<file path="src/rtl/tone_sequencer.sv">
// Plays a fixed 8-note scale as (sound_on, half_period) for the piezo stage, with a silent gap after each note and optional looping.
// Outputs are registered and appear one cycle after start; there is no backpressure, stop aborts at once and start is ignored while busy.
module tone_sequencer #(
    parameter int CLK_HZ  = 50_000_000,
    parameter int NOTE_MS = 200,
    parameter int GAP_MS  = 20
) (
    input  logic        clk,
    input  logic        rst_n,
    input  logic        start,
    input  logic        stop,
    input  logic        loop_en,
    output logic        busy,
    output logic        sound_on,
    output logic [25:0] half_period,
    output logic [2:0]  note_idx,
    output logic        done
);

    // 64-bit intermediate: NOTE_MS*CLK_HZ overflows 32 bits at the defaults
    localparam longint NOTE_CYC_L = (longint'(NOTE_MS) * longint'(CLK_HZ)) / 64'sd1000;
    localparam longint GAP_CYC_L  = (longint'(GAP_MS) * longint'(CLK_HZ)) / 64'sd1000;
    localparam int     NOTE_CYC   = int'(NOTE_CYC_L);
    localparam int     GAP_CYC    = int'(GAP_CYC_L);
    localparam int     MAX_CYC    = (NOTE_CYC > GAP_CYC) ? NOTE_CYC : GAP_CYC;
    localparam int     CW         = $clog2(MAX_CYC) + 1;
    localparam logic [CW-1:0] NOTE_LAST = CW'(NOTE_CYC - 1);
    localparam logic [CW-1:0] GAP_LAST  = CW'((GAP_CYC > 0) ? (GAP_CYC - 1) : 0);
    localparam bit     HAS_GAP    = (GAP_CYC > 0);

    typedef enum logic [1:0] {
        IDLE = 2'd0,
        NOTE = 2'd1,
        GAP  = 2'd2
    } state_t;

    state_t        state;
    logic [CW-1:0] cnt;
    logic          seg_end;
    logic          last_note;

    function automatic logic [25:0] note_rom(input logic [2:0] idx);
        logic [25:0] hp;
        case (idx)
            3'd0:    hp = 26'd190840;
            3'd1:    hp = 26'd170068;
            3'd2:    hp = 26'd151515;
            3'd3:    hp = 26'd143266;
            3'd4:    hp = 26'd127551;
            3'd5:    hp = 26'd113636;
            3'd6:    hp = 26'd101214;
            default: hp = 26'd95602;
        endcase
        return hp;
    endfunction

    always_comb begin
        seg_end   = ((state == NOTE) && (cnt == NOTE_LAST)) ||
                    ((state == GAP)  && (cnt == GAP_LAST));
        last_note = (note_idx == 3'd7);
    end

    always_ff @(posedge clk or negedge rst_n) begin
        if (!rst_n) begin
            state       <= IDLE;
            cnt         <= '0;
            busy        <= 1'b0;
            sound_on    <= 1'b0;
            half_period <= '0;
            note_idx    <= '0;
            done        <= 1'b0;
        end else begin
            done <= 1'b0;
            if (stop) begin
                state    <= IDLE;
                cnt      <= '0;
                busy     <= 1'b0;
                sound_on <= 1'b0;
            end else if (state == IDLE) begin
                if (start) begin
                    state       <= NOTE;
                    cnt         <= '0;
                    busy        <= 1'b1;
                    sound_on    <= 1'b1;
                    note_idx    <= 3'd0;
                    half_period <= note_rom(3'd0);
                end
            end else if (seg_end) begin
                cnt <= '0;
                if ((state == NOTE) && HAS_GAP) begin
                    state    <= GAP;
                    sound_on <= 1'b0;
                end else if (!last_note) begin
                    state       <= NOTE;
                    sound_on    <= 1'b1;
                    note_idx    <= note_idx + 3'd1;
                    half_period <= note_rom(note_idx + 3'd1);
                end else if (loop_en) begin
                    state       <= NOTE;
                    sound_on    <= 1'b1;
                    note_idx    <= 3'd0;
                    half_period <= note_rom(3'd0);
                end else begin
                    // end of a non-looping pass: half_period and note_idx hold
                    state    <= IDLE;
                    busy     <= 1'b0;
                    sound_on <= 1'b0;
                    done     <= 1'b1;
                end
            end else begin
                cnt <= cnt + CW'(1);
            end
        end
    end

endmodule
</file>
<file path="config.mk">
export PLATFORM = sky130hd
export DESIGN_NAME = tone_sequencer
export DESIGN_NICKNAME = d
export VERILOG_FILES = /design/src/rtl/tone_sequencer.sv
export SDC_FILE = /design/constraint.sdc
export NUM_CORES = 1
export LEC_CHECK = 0
export ABC_AREA = 1
export CAP_MARGIN = 10
export CORE_UTILIZATION = 50
export DETAILED_ROUTE_END_ITERATION = 12
export DONT_BUFFER_PORTS = 1
export SETUP_SLACK_MARGIN = 0.02
export SKIP_CTS_REPAIR_TIMING = 1
export SLEW_MARGIN = 0
export SYNTH_ARGS = -nofsm -noshare
export SYNTH_HDL_FRONTEND = slang
export SYNTH_SLANG_ARGS = --single-unit
</file>
<file path="constraint.sdc">
create_clock -name clk -period 2.7 [get_ports clk]
set_input_delay 0.135 -clock clk [delete_from_list [all_inputs] [get_ports clk]]
set_output_delay 0.135 -clock clk [all_outputs]
set_load 0.005 [all_outputs]
</file>
# After elaboration in Yosys (flattened, before gate mapping)
# Index checks and enable logic that the tools add are counted.
[classes]
n_reduce_logical = 11
bitwise = 1
muxes = 43
add_sub_neg = 2
eq_ne = 17
[ops]
columns = ["operator", "count"]
rows = [
  ["26-bit 2-to-1 mux", 6],
  ["18-bit case mux with 7 select lines", 1],
  ["25-bit 2-to-1 mux", 4],
  ["25-bit by 1-bit adder with 25-bit output (second input constant)", 1],
  ["25-bit by 20-bit == test with 1-bit output (second input constant)", 1],
  ["25-bit by 24-bit == test with 1-bit output (second input constant)", 1],
  ["1-bit 2-to-1 mux", 21],
  ["3-bit 2-to-1 mux", 6],
  ["3-bit == test (second input constant)", 4],
  ["2-bit 2-to-1 mux", 5],
  ["5-bit AND reduction", 2],
  ["3-bit by 2-bit == test with 1-bit output (second input constant)", 2],
  ["3-bit by 2-bit inequality test with 1-bit output (second input constant)", 2],
  ["3-bit inequality test (second input constant)", 2],
  ["3-bit nonzero test", 2],
  ["2-bit inequality test (second input constant)", 2],
  ["3-bit by 1-bit adder with 3-bit output (second input constant)", 1],
  ["3-bit by 1-bit == test with 1-bit output (second input constant)", 1],
  ["3-bit zero test", 1],
  ["2-bit by 1-bit == test with 1-bit output (second input constant)", 1],
  ["2-bit == test (second input constant)", 1],
  ["1-bit logical AND", 2],
  ["2-bit zero test", 1],
  ["2-bit AND reduction", 1],
  ["other kinds (3)", 3],
]
[word_totals]
regBits = 59
elab_cells = 81

# Logic depth before layout (Yosys ltp)
# Gate-level depths: netlist (run 1).
[depth]
word_depth = 7
depth_mapped = 13
mapped_depth_nobuf = 11

# Worst setup path after synthesis (run 1)
# Ideal clock, no wire load.
[synth_path]
path_kind = "reg-to-reg"
startpoint = "register note_idx[1]"
endpoint = "register half_period[8]"
slack_ns = 0.809
stages_incl_launch_ff = 11
arrival_ns = 1.774
required_time_ns = 2.583
synth_period_minus_slack_ns = 1.891
n_path_buf = 1
setup_ns = 0.117
cell_sequence = "dfrtp_1 -> ha_1 -> ha_1 -> clkbuf_1 -> inv_1 -> o21ai_0 -> inv_1 -> nor3_1 -> nand2_1 -> nand4_1 -> nand2_1"
[synth_via]
elab_chain_len = 7
elab_cells_between_ends = 16
[synth_rtl]
columns = ["item", "line", "rtl"]
rows = [
  ["start, declared", "16", "output logic [2:0] note_idx,"],
  ["start signal, assigned", "96", "note_idx <= note_idx + 3'd1;"],
  ["3-bit by 1-bit adder with 3-bit output", "97", "half_period <= note_rom(note_idx + 3'd1);"],
  ["3-bit == test (tied with other cells)", "44", "case (idx)"],
  ["18-bit case mux with 7 select lines", "44", ""],
  ["26-bit 2-to-1 mux", "93", "end else if (!last_note) begin"],
  ["26-bit 2-to-1 mux", "90", "if ((state == NOTE) && HAS_GAP) begin"],
  ["26-bit 2-to-1 mux", "88", "end else if (seg_end) begin"],
  ["26-bit 2-to-1 mux", "79", "end else if (state == IDLE) begin"],
  ["end signal, assigned", "86", "half_period <= note_rom(3'd0);"],
  ["end signal, assigned", "97", ""],
  ["end signal, assigned", "102", "half_period <= note_rom(3'd0);"],
  ["end, declared", "15", "output logic [25:0] half_period,"],
]
# Parallel ways exist; a longest one is shown, timed or not. The select of a mux whose other input is x is not followed.
# A chain may end at the register's enable or synchronous reset.

# Worst setup path after layout (run 1)
[layout_path]
startpoint = "register note_idx[0]"
endpoint = "register half_period[16]"
# Same word-level chain as after synthesis.

==> results.json, run 1 <==
{
  "status": "completed",
  "area_growth_pct": 4.96,
  "crit_arrival_ns": 2.47,
  "antenna_found_initial": 0,
  "root_buffer": "clkbuf_8",
  "synth.avg_cell_area_um2": 7.03,
  "slew_viol_final": 0,
  "hpwlAfterDp_um": 5580,
  "setup_ws_ns": 0.476,
  "grt_overflow": 0,
  "clk_pin_slew_ns": 0.09,
  "routed_wl_um": 7650,
  "setup_viol": 0,
  "cts_tree": "built",
  "io_pins": 37,
  "relSlewSlack_pct": 55.8,
  "report.final.hold_viol_count": 0,
  "power_density_mw_per_mm2": 753,
  "yosysSeqAreaShare_pct": 38.9,
  "path_cells": "ha_1 -> ha_1 -> nor2_1 -> nor2_1 -> nand2_1 -> a21oi_1 -> nand4_1 -> nand2_1",
  "synth_warnings": 0,
  "leakage_uw": 0.00162,
  "vias": 2775,
  "coreArea_mm2": 0.00599,
  "crit_path_start_kind": "flip-flop",
  "post_drt_wl_per_cell_um": 14.7,
  "ys_ff_latch": 49,
  "track_usage_pct": 26.3,
  "fin_skew_ns": 0.00806,
  "hp-class": "input pin to flip-flop",
  "clockBufferDepth": 2,
  "worstSkewPairLatency_ns": 0.30,
  "layout_common_cells": "nand2_1 (138), nor2_1 (67), dfrtp_1 (49)",
  "peakVddDrop_uv": 398,
  "place_ws_ns": 0.523,
  "yosys.area_share.xor_xnor_pct": 2.50,
  "rsz0062_at_grt": "no",
  "yosysUniqueCellTypes": 32,
  "syn_area_mm2": 0.00316,
  "first_global_vias": 2757,
  "die_y_um": 81.4,
  "fmax_mhz": 450,
  "min_period_ns": 2.22,
  "layout-drive-gt1-share_pct": 5.59,
  "synth_top_family_by_area": "simple AND/OR/NAND/NOR gates",
  "ant_nets": 0,
  "cts_buffers": 5,
  "path_delay_family": "adder cells",
  "final_cells": 522,
  "synth_mux_area_share_pct": 0,
  "slowest_stage": "dfrtp_1",
  "slowest_delay_ns": 0.52,
  "synth-compound-area-share_pct": 6.58,
  "synth-adder-area-share_pct": 3.97,
  "post-route-period-util_pct": 82.4,
  "diodes": 0,
  "synth_simple_gate_area_share_pct": 38.0,
  "tightest_slew_ns": 0.661,
  "maxCapViolCount": 0,
  "numPortBuffers": 0,
  "critPathMaxFanout": 11,
  "netlist_instances": 449,
  "path_buf_inv": 0,
  "gp_congestion": 0.925,
  "clkSinkCount": 49,
  "cts_htree_levels": 2,
  "fp.dieArea_mm2": 0.00663,
  "die_w_um": 81.4,
  "dr.pass1.iters": 4,
  "end_kind": "flip-flop",
  "grt_max_degree": 50,
  "start_util_pct": 52.7,
  "holdWs_ns": 0.0244,
  "nNetsFinal": 461,
  "path_class": "flip-flop to flip-flop",
  "drc_errors": 0,
  "fin_tns_setup_ns": 0,
  "drtIter0Drc": 194,
  "cp.required_ns": 2.95,
  "grt_first_pass_wirelength_um": 13200,
  "viasPerCell": 5.32,
  "final_common_cell": "nand2_1",
  "rows": 28,
  "place_inst": 511
}
[stage by stage]
| step | instance area (um2) | power (uW) | utilization, % |
|---|---|---|---|
| detailed placement | 3150 | 1950 | 52.5 |
| floorplan | 3180 | 1770 | - |
| CTS | 3260 | 2510 | 54.5 |
| finish | 3310 | 2490 | 55.3 |
| global placement | 3150 | 1950 | 52.5 |
| global route | 3310 | 2700 | 55.3 |
[where the power goes]
| part | internal [uW] | switching [uW] | leakage (uW) |
|---|---|---|---|
| combinational | 275 | 621 | 0.000904 |
| sequential | 890 | 161 | 0.000654 |
| clock | 302 | 245 | 0.0000585 |
| total | 1470 | 1030 | 0.00162 |
[registers in the layout (all words and copies together) (netlist names)]
register     cells
cnt             25
half_period     17
note_idx         3
state            2
busy             1
done             1
[routing by layer]
layer	vias to the layer above	global-route usage, %	wire, um	share of wire, %
met1	1265	31.8	3330	43
met4	0	10.5	237	3.1
met2	63	46.3	3800	50
met5	-	0	0	0
li1	1426	-	-	-
met3	21	4.22	290	3.8
[worst paths after layout]
| kind | from | end | slack, ns | depth (start not counted) |
|---|---|---|---|---|
| max | note_idx[0] | half_period[16] | 0.48 | 8 |
| min in group asynchronous | rst_n | cnt[19] | 0.34 | 2 |
| max in group asynchronous | rst_n | cnt[5] | 2.14 | 2 |
| max reg2reg | note_idx[0] | half_period[16] | 0.48 | 8 |
| min | start | busy | 0.02 | 2 |
| min reg2reg | half_period[0] | half_period[0] | 0.50 | 2 |
[synthesized netlist by cell type (all sizes together)]
master	count	share of area [%]
conb	1	0.12
clkbuf	6	0.71
nand4	30	5.9
and2	1	0.20
xor2	6	1.7
dfrtp	49	39
o211ai	1	0.24
ha	10	4.0
xnor2	3	0.83
nor2	71	8.8
o22ai	3	0.59
o21bai	1	0.24
clkinv	1	0.12
a21o	1	0.24
a21oi	17	2.7
nor3	7	1.3
o21ai	15	2.4
nand3	24	4.2
buf	17	4.0
a31oi	1	0.20
inv	43	5.1
nand2	141	18
[worst reg2reg max path, stage by stage, from the launching register on]
cell and delay [ns]:
dfrtp_1 0.52, ha_1 0.27, ha_1 0.45, nor2_1 0.11
nor2_1 0.21, nand2_1 0.17, a21oi_1 0.23, nand4_1 0.13
nand2_1 0.09
[final cells by class]
type	instances	area [um2]
Tap cell	75	93.8
Inverter	44	165
Multi-Input combinational cell	340	1640
Clock inverter	1	30.0
Fill cell	603	2680
Clock buffer	7	86.3
Timing Repair Buffer	6	70.1
Sequential cell	49	1230
[cell families (layout without fill, tap and decap cells)]
logic type / Yosys count / count (layout)
fa+ha+maj: 10 / 10
buf+inv: 67 / 58
flops: 49 / 49
xor+xnor: 9 / 9
simple gates: 274 / 274
compound gates: 39 / 39
other cells: 1 / 8
Power figures use the tool's default switching activity.
==> run 2, diff against run 1 <==
--- a/config.mk
+++ b/config.mk
@@ -10,6 +10,7 @@
 export CORE_UTILIZATION = 50
 export DETAILED_ROUTE_END_ITERATION = 12
 export DONT_BUFFER_PORTS = 1
+export PLACE_DENSITY = 0.68
 export SETUP_SLACK_MARGIN = 0.02
 export SKIP_CTS_REPAIR_TIMING = 1
 export SLEW_MARGIN = 0
==> constraint.sdc (replaced) <==
create_clock -name clk -period 2 [get_ports clk]
set_input_delay 0.1 -clock clk [delete_from_list [all_inputs] [get_ports clk]]
set_output_delay 0.1 -clock clk [all_outputs]
set_load 0.005 [all_outputs]
==> run 2 against run 1 <==
Compared with the run above: setup slack got worse by 0.35 ns; hold slack improved by 0.023 ns; first-iteration DRC count increased by 15%; register-to-register slack got worse by 0.35 ns; routed wire length increased by 1.2%; via count increased by 4.5%; critical path type unchanged.
==> results.json, run 2 (synthesis results as in run 1) <==
{
  "hpwlAfterDp_um": 5570,
  "ant_nets": 0,
  "first_global_vias": 2779,
  "numPortBuffers": 0,
  "regMostFlops": "cnt",
  "dpl-instance-area_mm2": 0.00323,
  "fp.dieArea_mm2": 0.00663,
  "rows": 28,
  "crit_path_start_kind": "flip-flop",
  "place_inst": 522,
  "crit_cells": 10,
  "antenna_found_initial": 0,
  "slowest_delay_ns": 0.39,
  "min_period_ns": 1.87,
  "cts_htree_levels": 2,
  "post_drt_wl_per_cell_um": 14.4,
  "nFillCells": 595,
  "start_util_pct": 52.7,
  "slew_viol_final": 0,
  "cts_tree": "built",
  "layout_common_cells": "nand2_1 (137), nor2_1 (67), dfrtp_1 (49)",
  "path_class": "flip-flop to flip-flop",
  "worstSkewPairLatency_ns": 0.30,
  "path_cells": "ha_1 -> ha_1 -> nor2_1 -> nor2_1 -> nand2_2 -> nand2_1 -> inv_1 -> nand3_1 -> nand4_1 -> nand2_1",
  "status": "completed",
  "post-route-period-util_pct": 93.6,
  "final_cells": 536,
  "maxCapViolCount": 0,
  "top_regs": "cnt (25), half_period (17), note_idx (3)",
  "grt_max_degree": 50,
  "peakVddDrop_uv": 549,
  "clkSinkCount": 49,
  "cp.required_ns": 2.24,
  "crit_start": "note_idx[0]",
  "report.final.hold_viol_count": 0,
  "path_buf_inv": 1,
  "end_kind": "flip-flop",
  "drc_errors": 0,
  "die_y_um": 81.4,
  "hp-class": "input pin to flip-flop",
  "fmax_mhz": 534,
  "nNetsFinal": 475,
  "drtIter0Drc": 224,
  "leakage_uw": 0.00167,
  "clk_pin_slew_ns": 0.09,
  "root_buffer": "clkbuf_8",
  "final_common_cell": "nand2_1",
  "register_area_mm2": 0.00123,
  "diodes": 0,
  "track_usage_pct": 24.8,
  "fin_skew_ns": 0.00595,
  "multiInputGateArea_mm2": 0.00166,
  "holdWs_ns": 0.0475,
  "viasPerCell": 5.41,
  "setup_viol": 0,
  "worstHoldStart": "stop",
  "worstReg2RegStart": "note_idx[0]",
  "rsz0062_at_grt": "yes",
  "area_growth_pct": 7.69,
  "grt_first_pass_wirelength_um": 12600,
  "path_delay_family": "simple AND/OR/NAND/NOR gates",
  "layout-drive-gt1-share_pct": 8.46,
  "crit_arrival_ns": 2.12,
  "vias": 2899,
  "clockBufferDepth": 2,
  "routed_wl_um": 7740,
  "final_area_mm2": 0.00340,
  "die_w_um": 81.4,
  "slowest_stage": "dfrtp_1",
  "r2r_cells": 10,
  "io_pins": 37,
  "cts_buffers": 5,
  "grt_overflow": 0,
  "critPathMaxFanout": 5,
  "coreArea_mm2": 0.00599,
  "power_density_mw_per_mm2": 985,
  "dr.pass1.iters": 4,
  "gp_congestion": 0.952,
  "holdPathStages": 3,
  "largest_reg_flops": 25
}
==> run 2: cell type report <==
| cell class | count | area share (%) |
|---|---|---|
| clock buffer | 6 | 2.14 |
| clock inverter | 2 | 0.295 |
| inverter | 44 | 4.86 |
| multi-input combinational | 341 | 48.9 |
| sequential | 49 | 36.1 |
| tap | 75 | 2.76 |
| timing repair buffer | 19 | 5.01 |
==> run 2: where the power goes <==
part,switching (uW),internal (uW)
combinational,913,465
clock,332,243
sequential,193,1200
total,1440,1910
==> run 2: final timing paths <==
| path | endpoint | slack [ns] |
|---|---|---|
| hold reg to reg | half_period[7] | 0.51 |
| min in group asynchronous | cnt[15] | 0.29 |
| setup reg to reg | half_period[4] | 0.13 |
| hold / removal | busy | 0.05 |
| setup / recovery | half_period[4] | 0.13 |
| max in group asynchronous | cnt[19] | 1.47 |
==> run 2: through the flow <==
step / total power [uW] / setup WS [ns] / TNS (ns) / utilization, %
6_report: 3350 / 0.127 / 0 / 56.7
5_1_grt: 3600 / -0.0293 / -0.0469 / 56.7
4_1_cts: 3280 / 0.134 / 0 / 55.3
3_5_place_dp: 2710 / 0.167 / 0 / 53.9
3_3_place_gp: 2690 / 0.137 / 0 / 53.9
2_1_floorplan: 2390 / 0.109 / 0 / -
==> run 2: worst min-delay path: stages <==
cell and delay, ns:
inv_1 0.07, nand3_1 0.09, nand2_1 0.05
==> run 2: routing by layer <==
| metal | global-route usage [%] | vias up | wire, um | share of wire, % |
|---|---|---|---|---|
| met1 | 30.1 | 1359 | 3410 | 44 |
| met3 | 4.11 | 11 | 338 | 4.4 |
| met4 | 8.21 | 0 | 138 | 1.8 |
| met5 | 0 | - | 0 | 0 |
| met2 | 44.3 | 76 | 3860 | 50 |
| li1 | - | 1453 | - | - |
==> run 3, diff against run 2 <==
--- a/config.mk
+++ b/config.mk
@@ -7,6 +7,7 @@
 export LEC_CHECK = 0
 export ABC_AREA = 1
 export CAP_MARGIN = 10
+export CORE_ASPECT_RATIO = 1.1
 export CORE_UTILIZATION = 50
 export DETAILED_ROUTE_END_ITERATION = 12
 export DONT_BUFFER_PORTS = 1
==> run 3 against run 2 <==
Compared with the run above: non-clock buffer count is 1 lower; critical path depth is 2 lower; flip-flop and latch count stayed put; maximum frequency is 3.2% higher; clock power is 51% higher; combinational power hardly changed; via count is 0.14% higher; sequential power hardly changed; utilization is 0.22 points lower.
==> results.json, run 3 (synthesis results as in run 1) <==
{
  "clockBufferDepth": 2,
  "top_regs": "cnt (25), half_period (17), note_idx (3)",
  "ant_nets": 0,
  "rows": 30,
  "use_met2_pct": 43.1,
  "track_usage_pct": 24.7,
  "end_kind": "flip-flop",
  "peakVddDrop_uv": 658,
  "multiInputGateArea_mm2": 0.00166,
  "min_period_ns": 1.82,
  "drtIter0Drc": 232,
  "start_util_pct": 51.6,
  "layout_common_cells": "nand2_1 (137), nor2_1 (64), dfrtp_1 (47)",
  "grt_overflow": 0,
  "post-route-period-util_pct": 90.8,
  "antenna_found_initial": 0,
  "fin_skew_ns": 0.0103,
  "regMostFlops": "cnt",
  "routed_wl_um": 7710,
  "layout-drive-gt1-share_pct": 9.59,
  "largest_reg_flops": 25,
  "grt_max_degree": 50,
  "crit_path_start_kind": "flip-flop",
  "fin_tns_setup_ns": 0,
  "clk_pin_slew_ns": 0.10,
  "drc_errors": 0,
  "crit_arrival_ns": 2.02,
  "cts_tree": "built",
  "final_cells": 539,
  "worstSkewPairLatency_ns": 0.32,
  "cts_buffers": 5,
  "dpl-instance-area_mm2": 0.00324,
  "nNetsFinal": 473,
  "rsz0062_at_grt": "yes",
  "use_met1_pct": 29.7,
  "final_area_mm2": 0.00346,
  "path_class": "flip-flop to flip-flop",
  "dr.pass1.iters": 5,
  "die_w_um": 77.7,
  "fmax_mhz": 551,
  "top_usage_layer": "met2",
  "leakage_uw": 0.00168,
  "setup_viol": 0,
  "viasPerCell": 5.39,
  "final_common_cell": "nand2_1",
  "hpwlAfterDp_um": 5650,
  "diodes": 0,
  "power_density_mw_per_mm2": 1050,
  "coreArea_mm2": 0.00612,
  "numPortBuffers": 0,
  "report.final.hold_viol_count": 0,
  "die_y_um": 85.3,
  "grt_first_pass_wirelength_um": 12700,
  "cp.required_ns": 2.21,
  "root_buffer": "clkbuf_8",
  "maxCapViolCount": 0,
  "gp_congestion": 0.929,
  "vias": 2903,
  "post_drt_wl_per_cell_um": 14.3,
  "register_area_mm2": 0.00123,
  "first_global_vias": 2625,
  "cts_htree_levels": 2,
  "clkSinkCount": 49,
  "hp-class": "input pin to flip-flop",
  "io_pins": 37,
  "critPathMaxFanout": 21,
  "nFillCells": 591,
  "fp.dieArea_mm2": 0.00663,
  "place_inst": 527,
  "area_growth_pct": 9.56,
  "grt_use_met3_pct": 5.27,
  "slew_viol_final": 0,
  "status": "completed"
}
[run 3: changes by cell type in the layout (fill, tap and decap cells not counted), sizes merged]
cell    change
bufinv      +2
clkinv      -2
buf         -1
clkbuf      -1
inv         +1
nand3       -1
[run 3: routing by layer]
layer  part of all wire (%)  up-vias
met5                      0        -
met4                    2.7        0
met3                    5.3       20
met2                     50       79
met1                     42     1363
li1                       -     1441
[run 3: cell type report]
class	count	area share, %
Multi-Input combinational cell	340	48.1
Timing Repair Buffer	18	4.71
Clock inverter	3	1.99
Sequential cell	49	35.5
Inverter	44	4.78
Clock buffer	5	1.99
Tap cell	80	2.90
[run 3: final timing paths]
kind	from	slack, ns	cells past startpoint	end
worst max-delay path	note_idx[0]	0.18	8	half_period[16]
worst min-delay path	stop	0.02	3	state[1]
worst max register to register	note_idx[0]	0.18	8	half_period[16]
worst min register to register	half_period[2]	0.51	2	half_period[2]
max in group asynchronous	rst_n	1.48	2	state[0]
min in group asynchronous	rst_n	0.29	2	cnt[12]
[run 3: metrics by stage]
step	util [%]	hold slack (ns)	total power, uW	setup slack, ns
after detailed placement	52.9	-0.194	2710	0.117
after global placement	52.9	-0.194	2690	0.142
final	56.5	0.0227	3620	0.185
after floorplan	-	-0.196	2390	0.109
after CTS	55.2	-0.542	3580	0.0945
after global routing	56.5	0.0394	3870	0.0148
[run 3: report_power, final]
group | switching, uW | total [uW] | leakage (uW) | internal (uW)
Clock | 365 | 869 | 0.0000687 | 504
Sequential | 193 | 1400 | 0.000651 | 1200
Combinational | 893 | 1350 | 0.000959 | 460
Total | 1450 | 3620 | 0.00168 | 2170
[run 3: worst max-delay path, stage by stage (launching register included)]
cell and delay, ns:
dfrtp_1 0.40, ha_1 0.23, ha_4 0.16, inv_1 0.06, nor3_1 0.07, nor3_2 0.32, nand3_4 0.28, nand2_1 0.13
nand2_1 0.05
